$ cat config.mk
export PLATFORM = sky130hd
export DESIGN_NAME = cp0_unit
export DESIGN_NICKNAME = d
export VERILOG_FILES = /design/src/rtl/cp0_unit.sv
export SDC_FILE = /design/constraint.sdc
export NUM_CORES = 1
export LEC_CHECK = 0
export CORE_ASPECT_RATIO = 0.6
export CORE_MARGIN = 2
export CORE_UTILIZATION = 46
export CTS_CLUSTER_SIZE = 8
export DETAILED_ROUTE_END_ITERATION = 7
export PLACE_DENSITY = 0.88
export SETUP_SLACK_MARGIN = 0.05
export SLEW_MARGIN = 40
export SYNTH_ARGS = -nofsm -noshare
export SYNTH_HDL_FRONTEND = slang
export SYNTH_SLANG_ARGS = --single-unit
$ cat constraint.sdc
create_clock -name clk -period 4.8 [get_ports clk]
set_input_delay 0.96 -clock clk [delete_from_list [all_inputs] [get_ports clk]]
set_output_delay 0.96 -clock clk [all_outputs]
set_load 0.02 [all_outputs]
$ cat src/rtl/cp0_unit.sv
// Coprocessor-0 for the pipelined MIPS core: SR, Cause, EPC and PRId registers,
// interrupt/exception arbitration against the M stage, mtc0/mfc0 access and eret.
module cp0_unit #(
    parameter logic [31:0] PRID = 32'h4255_4141
) (
    input  logic        clk,
    input  logic        reset,
    input  logic [4:0]  a1,
    input  logic [4:0]  a2,
    input  logic [31:0] din,
    input  logic        we,
    input  logic [31:0] pc,
    input  logic        bd,
    input  logic [4:0]  exccode_in,
    input  logic [5:0]  hwint,
    input  logic        exl_clr,
    output logic        intreq,
    output logic [31:0] epc,
    output logic [31:0] dout
);

    localparam logic [4:0] REG_SR    = 5'd12;
    localparam logic [4:0] REG_CAUSE = 5'd13;
    localparam logic [4:0] REG_EPC   = 5'd14;
    localparam logic [4:0] REG_PRID  = 5'd15;

    logic [5:0]  im_q,      im_d;
    logic        exl_q,     exl_d;
    logic        ie_q,      ie_d;
    logic        bd_q,      bd_d;
    logic [5:0]  ip_q,      ip_d;
    logic [4:0]  exccode_q, exccode_d;
    logic [29:0] epc_q,     epc_d;

    logic        int_pend_s;
    logic        exc_pend_s;
    logic        intreq_s;
    logic        epc_wr_s;
    logic [29:0] victim_s;
    logic        unused_pc_s;

    // Only word-aligned return addresses are kept, so the PC byte offset is dropped.
    assign unused_pc_s = ^pc[1:0];
    assign victim_s    = bd ? (pc[31:2] - 30'd1) : pc[31:2];

    // Exception/interrupt arbitration; held off entirely while reset is asserted.
    assign int_pend_s = (|(hwint & im_q)) & ie_q & ~exl_q;
    assign exc_pend_s = (exccode_in != 5'd0) & ~exl_q;
    assign intreq_s   = (int_pend_s | exc_pend_s) & reset;
    assign intreq     = intreq_s;

    // Forward a same-cycle mtc0 EPC so eret right behind it returns to the new address.
    assign epc_wr_s = we & (a2 == REG_EPC);
    assign epc      = ~reset   ? 32'd0 :
                      epc_wr_s ? {din[31:2], 2'b00} :
                                 {epc_q, 2'b00};

    // mfc0 read mux; reflects state before the current edge.
    always_comb begin
        dout = 32'd0;
        case (a1)
            REG_SR:    dout = {16'd0, im_q, 8'd0, exl_q, ie_q};
            REG_CAUSE: dout = {bd_q, 15'd0, ip_q, 3'd0, exccode_q, 2'b00};
            REG_EPC:   dout = {epc_q, 2'b00};
            REG_PRID:  dout = PRID;
            default:   dout = 32'd0;
        endcase
    end

    // Next-state: exception entry beats eret, which beats mtc0.
    always_comb begin
        im_d      = im_q;
        exl_d     = exl_q;
        ie_d      = ie_q;
        bd_d      = bd_q;
        exccode_d = exccode_q;
        epc_d     = epc_q;
        ip_d      = hwint;
        if (intreq_s) begin
            exl_d     = 1'b1;
            bd_d      = bd;
            epc_d     = victim_s;
            exccode_d = int_pend_s ? 5'd0 : exccode_in;
        end else begin
            if (we && (a2 == REG_SR)) begin
                im_d  = din[15:10];
                exl_d = din[1];
                ie_d  = din[0];
            end else begin
                im_d  = im_q;
            end
            if (epc_wr_s) begin
                epc_d = din[31:2];
            end else begin
                epc_d = epc_q;
            end
            // eret overrides any EXL value written by a concurrent mtc0.
            if (exl_clr) begin
                exl_d = 1'b0;
            end else begin
                exl_d = exl_d;
            end
        end
    end

    // CP0 state registers.
    always_ff @(posedge clk or negedge reset) begin
        if (!reset) begin
            im_q      <= 6'd0;
            exl_q     <= 1'b0;
            ie_q      <= 1'b0;
            bd_q      <= 1'b0;
            ip_q      <= 6'd0;
            exccode_q <= 5'd0;
            epc_q     <= 30'd0;
        end else begin
            im_q      <= im_d;
            exl_q     <= exl_d;
            ie_q      <= ie_d;
            bd_q      <= bd_d;
            ip_q      <= ip_d;
            exccode_q <= exccode_d;
            epc_q     <= epc_d;
        end
    end

endmodule
# == Yosys cells after proc, flatten, opt, wreduce, memory -nomap -nowiden ==
# Cells that the tools add are included.
# totals
reg_bits,50
inputBits,90
output_inout_bits,65
elab_cells,39
# classes
add_sub_neg,1
eq_ne,6
mux,10
bitwise,9
n_reduce_logical,6
# op_table
operator,count
32-bit case mux with 4 select lines,1
30-bit two-way mux,3
32-bit two-way mux,2
5-bit by 4-bit equality test with 1-bit output (second input constant),6
30-bit by 1-bit subtractor with 30-bit output (second input constant),1
6-bit AND,1
6-bit OR reduction,1
1-bit AND,5
5-bit two-way mux,1
5-bit nonzero test,1
1-bit two-way mux,3
3-bit nonzero test,1
1-bit inverter,2
2-bit AND reduction,1
2-bit nonzero test,1
1-bit logical AND,1
1-bit bitwise OR,1

# == Logic depth before layout (Yosys ltp) ==
# Gate-level depths: netlist (run 1).
# depth
ltp_word,8
depth_mapped,7
mapped_depth_nobuf,7

# == Worst setup path before layout (run 1) ==
# No wires, ideal clock.
# synth_path
kind,input -> output
from,input port a2[0]
to,output port epc[10]
arrival_time_ns,2.248
t_required_ns,3.840
setup_slack_ns,1.592
path_stages,5
path_buffers,1
path_cell_list,nor4bb_1 -> nand3_1 -> buf_1 -> mux2i_1 -> nor2b_1
# synth_via
elab_chain_len,4
# synth_rtl
element,line,rtl
from (decl),9,"input logic [4:0] a2,"
5-bit by 4-bit equality test with 1-bit output,53,assign epc_wr_s = we & (a2 == REG_EPC);
1-bit AND,53,
32-bit two-way mux,55,"epc_wr_s ? {din[31:2], 2'b00} :"
32-bit two-way mux,54,assign epc = ~reset ? 32'd0 :
to (decl),18,"output logic [31:0] epc,"
# No other way between the ends.

# == Final worst setup path (run 1) ==
# layout_path
from,input port a2[3]
to,output port epc[14]
# The elaborated chain is that of the path after synthesis.

==> results.txt, run 1 <==
The run finished with clean final reports. At the pin with the least slew margin, the transition time is 0.636 ns. Once the floorplan was initialized, standard cells occupied 47.2% of the core.

The tools report the clock latency of the later-clocked register in the worst-skew pair as 0.29 ns. The global placement routability congestion was 0.839. After detailed routing, the number of vias per cell comes to 5.27. The routed layout has 3289 vias.

Setup slack on the worst reg-to-reg path comes out at 2.76 ns. The final routed wire length divided by cell count is 16.8 um. The tools report the final max-slew violation count as 0. The tools report the core outline area as 7240 sq um. The clock net sink count was 50.

The share of the Yosys chip area taken by registers is 36.6%. Before CTS, the worst setup slack after placement is 0.457 ns. Sequential cells account for 38.3% of the total power. The flip-flop cell with the highest count after synthesis was dfrtp_1. The number of H-tree levels was 2; the switching fraction of total power was 30.5%. The library cells used most frequently in the layout, excluding fill and tap cells, are 149 x clkdlybuf4s50_1, 64 x mux2i_1, 50 x dfrtp_1, 47 x nor2_1, 37 x nor2b_1.

Initial antenna violation count: 0. The iteration-0 DRC count of the detailed router is 177. TritonCTS built the clock tree.

The fraction of layout cells with a size suffix above 1 is 7.12%. For the number of maximum-capacitance constraint violations, the log shows 0. The tools report the total area of multi-input combinational cells as 2070 sq um.

In the synthesized netlist the async set-or-reset flop fraction comes to 100%. A synthesized cell averages 9.23 sq um. The path with the worst hold slack has its endpoint at bd_q. The worst hold path belongs to the class reg -> reg.

The tree is rooted in a clkbuf_16. Clock period minus final worst setup slack: 4.41 ns. The number of nets with antenna violations after detailed routing is 0, and the path depth of the worst reg2reg path is 7. The die is 115 um wide. The worst hold path begins at bd_q. The worst setup slack after layout was 0.389 ns; the number of instances in the synthesized netlist was 370.

Largest fanout on the critical path: 30. The HPWL after detailed placement is 8270 um. The synthesized design contains 0 enable-type register cells. VDD sags by at most 0.000143 V. Commonest non-fill, non-tap cell in the layout: clkdlybuf4s50_1. The instance count along the most critical hold path was 1; the clock tree skew after final layout was 0.00703 ns. After routing the design area is 5220 sq um.

The cell area that synthesis handed to floorplanning was 3410 sq um. Setup total negative slack on the finished layout was measured at 0 ns. The synthesis-to-layout area growth came out at 52.9%. Across the whole layout, storage elements account for 1250 sq um. Based on the critical path, the design can be clocked at up to 0.227 GHz. The die covers 8150 sq um. In this run the vertical extent of the chip is 70.7 um. Setup repair after global routing left no endpoint under its margin. The first global-routing pass estimated 17100 um of wire. The logs give 1.47 mW for the total design power and 0 for the remaining global-route overflow. The number of distinct library cells after synthesis came out at 42.

In this run the deepest clock path goes through 2 buffers. In this run the power spent charging and discharging nets is 0.448 mW. The logs give 54 for the pin count of the biggest net entering global routing and 155 for the number of top-level pins. For the data required time of the worst path, the log shows 3.84 ns.

Yosys printed 0 warnings. The worst path uses 91.9% of the clock period. The top metal layer carrying routed signals was met4.

The clock buffer count from CTS was 5; the power per cell area was 282 nW/um^2. After detailed routing, the number of remaining DRC violations is 0. The count of fill cells added during filler insertion is 574. The worst flop-to-flop path endpoint was epc_q[28]. The via count of the first global-routing pass is 3425, and the synthesis-stage register bit count is 50. In this run the core area contains 24 standard-cell rows.

Measured against its own limit, the worst slew margin works out to 57.2%. After detailed routing, the met2 layer carries 4700 um of wire. The wire length on met1 came out at 4970 um.

Post-CTS repair changed the size of 0 cells. Clock slew seen by the registers of the worst setup and hold paths: 0.06 ns. The tools report the source of the worst register-to-register timing path as im_q[1].

Summed over all nets, wire length on met3 after detailed routing comes to 752 um. The start-to-end type of the worst setup path is in -> out. The logs give 0 for the number of diodes and 0 for the final-report setup violation count. The logs give 0 for the number of post-CTS setup repair buffers and 3.45 ns for the signal arrival time at the worst endpoint. For this block, the routed nets add up to 10500 um of wire. STA classifies the critical path startpoint as an input port. The run gives 0 as the number of hold-slack violations in the final timing report. The clock share of power came out at 26.8%.

STA classifies the critical path endpoint as an output port. Global routing consumed, over all layers together, 26.6% of the routing resources. The analysis attributes to cell leakage a power of 2.19 nW. Internal power comes to 1.02 mW.

During placement, the flow inserted port buffers numbering 150. The final layout contains 610 nets. In this run the cell area measured after placement is 5050 sq um. Per report_power, the combinational group accounts for 34.9% of the total.

The first detailed-routing pass ran for 4 iterations. Hold repair after CTS inserted 0 buffers.
[worst max-delay path by stage]
stage          start  endpoint  slack (ns)
6_report       a2[3]   epc[14]        0.39
5_1_grt        a2[3]   epc[14]        0.31
4_1_cts        a2[3]   epc[14]        0.39
3_5_place_dp   a2[3]   epc[14]        0.46
3_3_place_gp   a2[3]   epc[14]        0.58
2_1_floorplan  a2[0]   epc[10]        1.59
[per-layer routing]
metal | vias to the layer above | GRT usage (%)
li1 | 1584 | -
met1 | 1581 | 38.8
met2 | 118 | 41.6
met3 | 6 | 5.83
met4 | 0 | 4.55
met5 | - | 0
[sequential cells by signal (all words and copies together), names as in the netlist]
| register | cells |
|---|---|
| exccode_q | 5 |
| ip_q | 6 |
| im_q | 6 |
| bd_q | 1 |
| ie_q | 1 |
| exl_q | 1 |
| epc_q | 30 |
[logic make-up after synthesis]
group | synth area share (%)
AND/OR/NAND/NOR | 25.2
multiplexers | 21.4
flip-flops | 36.6
AO/OA/AOI/OAI | 5.90
XOR/XNOR | 6.93
buffers and inverters | 3.41
adder cells (fa/ha/maj) | 0.366
other | 0.110
[critical path, stage by stage]
cell and delay, ns:
clkdlybuf4s50_1 0.48, nor4bb_1 0.51, nand3_2 0.12, buf_4 0.32, mux2i_1 0.20, nor2b_1 0.21
clkdlybuf4s50_1 0.64
[Yosys cell counts (5+ instances only)]
library cell / instances / area (sq um)
nand3_1: 8 / 40.0
nand2_1: 17 / 63.8
nor3_1: 11 / 55.1
inv_1: 6 / 22.5
o21ai_0: 6 / 30.0
nor4_1: 8 / 50.1
mux2_2: 8 / 90.1
and2_1: 11 / 68.8
mux2i_1: 64 / 641
nor2b_1: 37 / 231
a21oi_1: 8 / 40.0
xnor2_1: 18 / 158
dfrtp_1: 50 / 1250
buf_1: 5 / 18.8
a22oi_1: 5 / 37.5
nor2_1: 47 / 176
xor2_1: 9 / 78.8
clkbuf_1: 9 / 33.8
[through the flow]
step / hold slack (ns) / std cells / utilization (%)
finish: 0.513 / 624 / 72.2
global route: 0.555 / 624 / 72.2
CTS: 0.517 / 624 / 72.1
detailed placement: 0.502 / 616 / 69.8
global placement: 0.496 / 616 / 69.8
floorplan: 0.481 / 371 / -
[power by group through the flow]
stage / registers [mW] / logic, mW / clock network, mW
floorplan: 0.552 / 0.282 / 0
global placement: 0.565 / 0.501 / 0
detailed placement: 0.569 / 0.512 / 0
CTS: 0.562 / 0.516 / 0.401
global route: 0.573 / 0.556 / 0.420
finish: 0.562 / 0.513 / 0.395
[final cells by class]
type                    count  share of cell area (%)
repair buffers            161                    30.2
flip-flops and latches     50                    24.0
well taps                 104                    2.49
clock buffers               6                    2.47
multi-input cells         295                    39.7
inverters                   6                   0.431
clock inverters             2                   0.719
(Power assumes the default switching activity.)
==> run 2, diff against run 1 <==
--- a/config.mk
+++ b/config.mk
@@ -10,6 +10,7 @@
 export CORE_UTILIZATION = 46
 export CTS_CLUSTER_SIZE = 8
 export DETAILED_ROUTE_END_ITERATION = 7
+export GPL_TIMING_DRIVEN = 0
 export PLACE_DENSITY = 0.88
 export SETUP_SLACK_MARGIN = 0.05
 export SLEW_MARGIN = 40
==> run 2 against run 1 <==
Non-clock buffer count grew 8. Sequential power grew 0.7%. Clock skew decreased by 0.0010 ns. Wire length up 5.3%. Fmax shrank 2.3%. Clock power rose by 2%. Sequential cell count unchanged. Total power is 1.2% higher. Largest power group unchanged.
==> results.txt, run 2 (same netlist as run 1, synthesis figures left out) <==
The run finished with clean final reports. Entering global routing, the biggest net connects 36 pins. The tools report the category of the worst setup path capture point as an output port.

The floorplan has 24 rows. The hold slack came out at 0.519 ns. The total net switching power came out at 0.468 mW.

The wire-length estimate of the detail-placed layout is 8870 um. Wires add up to 11000 um. Derived from the worst setup path, the maximum achievable clock frequency is 0.222 GHz. In the final layout, the share of cells above drive strength 1 is 6.44%. The worst setup path endpoint was dout[26].

The final max-slew violation count was 0. The path class of the lowest-slack min-delay path was reg -> reg. Buffers inserted to repair hold after CTS numbered 0. The die footprint was 8150 sq um.

The tree built by TritonCTS fans out to 50 sinks. For the remaining global-route overflow, the log shows 0. From synthesis to final layout, the design area changed by 53.0%. For the worst setup path, the data arrival time is 3.55 ns.

The register with the most flip-flops in the layout has 30 of them. The clock network is responsible for 27.0% of the overall power. The tree is rooted in a clkbuf_16. In this run the count of I/O pins placed on the die edge is 155.

The tools report the clock tree skew after final layout as 0.00601 ns. The endpoint identified for the worst register-to-register timing path is epc_q[26]. The total design power came out at 1.49 mW. IR analysis of the VDD net gives a maximum drop of 0.000171 V.

Leaving out fill and tap cells, the most frequent cell in the layout is clkdlybuf4s50_1. In this run switching power makes up 31.4% of total power. The critical path startpoint category was an input port. The number of buffers between clock root and the deepest sink was 2; the detail-routed via count per cell was 5.33. The number of setup buffers added after CTS is 0. In the final layout, the registers with the most flip-flops are epc_q (30), im_q (6), ip_q (6). After the last flow step, the layout net total stands at 618.

The clock buffer count from CTS is 5, and the number of maximum-capacitance constraint violations is 0. The die is 115 um wide. In the final timing run, aggregate negative setup slack is 0 ns. The starting density of the core came out at 47.2%. Source of the worst register-to-register timing path: im_q[3].

The utilization after layout is 72.2%. The initial antenna violation count came out at 0. TritonCTS built the clock tree.

The tools report the via count of the first global-routing pass as 3402. Along the worst path, the maximum fanout reaches 10. The port buffer count came out at 148.

Setup violations remaining at the end of the flow were counted as 0. At the pin with the least slew margin, the transition time is 0.829 ns. The internal power is 1.02 mW.

The start-to-end type of the worst setup path is in -> out. Number of hold-slack violations in the final timing report: 0. The largest register by flop count is epc_q.

In this run the static leakage power is 2.19 nW. For the worst-skew pair, the clock arrives at the later sink with an insertion delay of 0.29 ns. The top cell types in the final layout, fill and taps aside, are 147 x clkdlybuf4s50_1, 64 x mux2i_1, 50 x dfrtp_1, 47 x nor2_1, 37 x nor2b_1.

The run gives 17300 um as the first-pass GRT wire length. In this run the tightest slew margin relative to its limit is 44.8%. The worst setup path startpoint was a1[4]. Clock-pin slew was measured on the worst setup and hold paths at 0.06 ns. The final worst-path cycle share works out to 94.0%. Setup slack of the most critical reg-to-reg path: 2.23 ns. Per report_power, the combinational group accounts for 35.0% of the total. The count of cells resized by post-cts repair came out at 0. The congestion estimate from routability-driven global placement came to 0.864. 0 antenna diodes ended up in the layout.

Path depth of the worst reg2reg path: 6. The run gives 3371 as the detailed-route via count. STA puts the critical path data required time at 3.84 ns. The global-route usage over all layers is 27.4%. Setup repair after global routing left no endpoint under its margin. Dividing total power by cell area gives a power density of 285 nW/um^2. The die is 70.7 um tall. The clock period minus final worst setup slack is 4.51 ns, and the core outline area is 7240 sq um. The final routed wire length divided by cell count is 17.5 um, and the iteration-0 DRC count of the detailed router is 305.

The tools report the number of nets with antenna violations after detailed routing as 0. The tools report the number of H-tree levels as 2. In the routed design, unresolved DRC markers number 0. Of the total power, registers draw 38.0%.

For this run, the detailed router's first-pass iteration total came to 5.
[run 2: changes by cell type in the layout (fill, tap and decap cells not counted), moves of 2 or more]
cell	previous run	this run
buf_1	0	4
clkbuf_1	1	9
clkdlybuf4s50_1	149	147
buf_4	11	3
clkinv_2	0	2
buf_2	1	3
[run 2: worst min path at each step]
stage	slack, ns	to	cells after the start	start
final	0.52	bd_q	1	bd_q
after global routing	0.54	bd_q	1	bd_q
after CTS	0.52	bd_q	1	bd_q
after detailed placement	0.51	bd_q	1	bd_q
after global placement	0.49	bd_q	1	bd_q
after floorplan	0.48	bd_q	1	bd_q
[run 2: worst max-delay path, stage by stage]
cell             delay, ns
clkdlybuf4s50_1       0.39
nand3b_1              0.28
inv_1                 0.14
nand2_1               0.31
nor2_1                0.26
clkbuf_1              0.39
and2_1                0.20
clkdlybuf4s50_1       0.61
[run 2: stage by stage]
stage,cell area [sq um],setup slack [ns],cells
floorplan,3420,1.59,371
global placement,5030,-1.08,623
detailed placement,5050,0.296,624
CTS,5220,0.272,632
global route,5230,0.102,632
finish,5230,0.287,632
[run 2: power groups by stage]
stage	registers, mW	clock network [mW]	logic, mW
floorplan	0.552	0	0.282
global placement	0.567	0	0.502
detailed placement	0.572	0	0.518
CTS	0.565	0.402	0.521
global route	0.576	0.424	0.562
finish	0.566	0.401	0.521
[run 2: area by class of cell]
cell class              count  area [sq um]
clock inverters             3          40.0
flip-flops and latches     50          1250
inverters                   6          22.5
fillers                   552          2010
clock buffers               5           125
repair buffers            149          1500
plain buffers              20          95.1
well taps                 104           130
multi-input cells         295          2060
[run 2: routing by layer]
layer | part of all wire, % | vias to the layer above | track usage (%)
met5 | 0 | - | 0
met2 | 43 | 153 | 41.6
met4 | 1.5 | 0 | 6.43
met1 | 47 | 1598 | 40.4
met3 | 8.8 | 20 | 5.66
li1 | - | 1600 | -
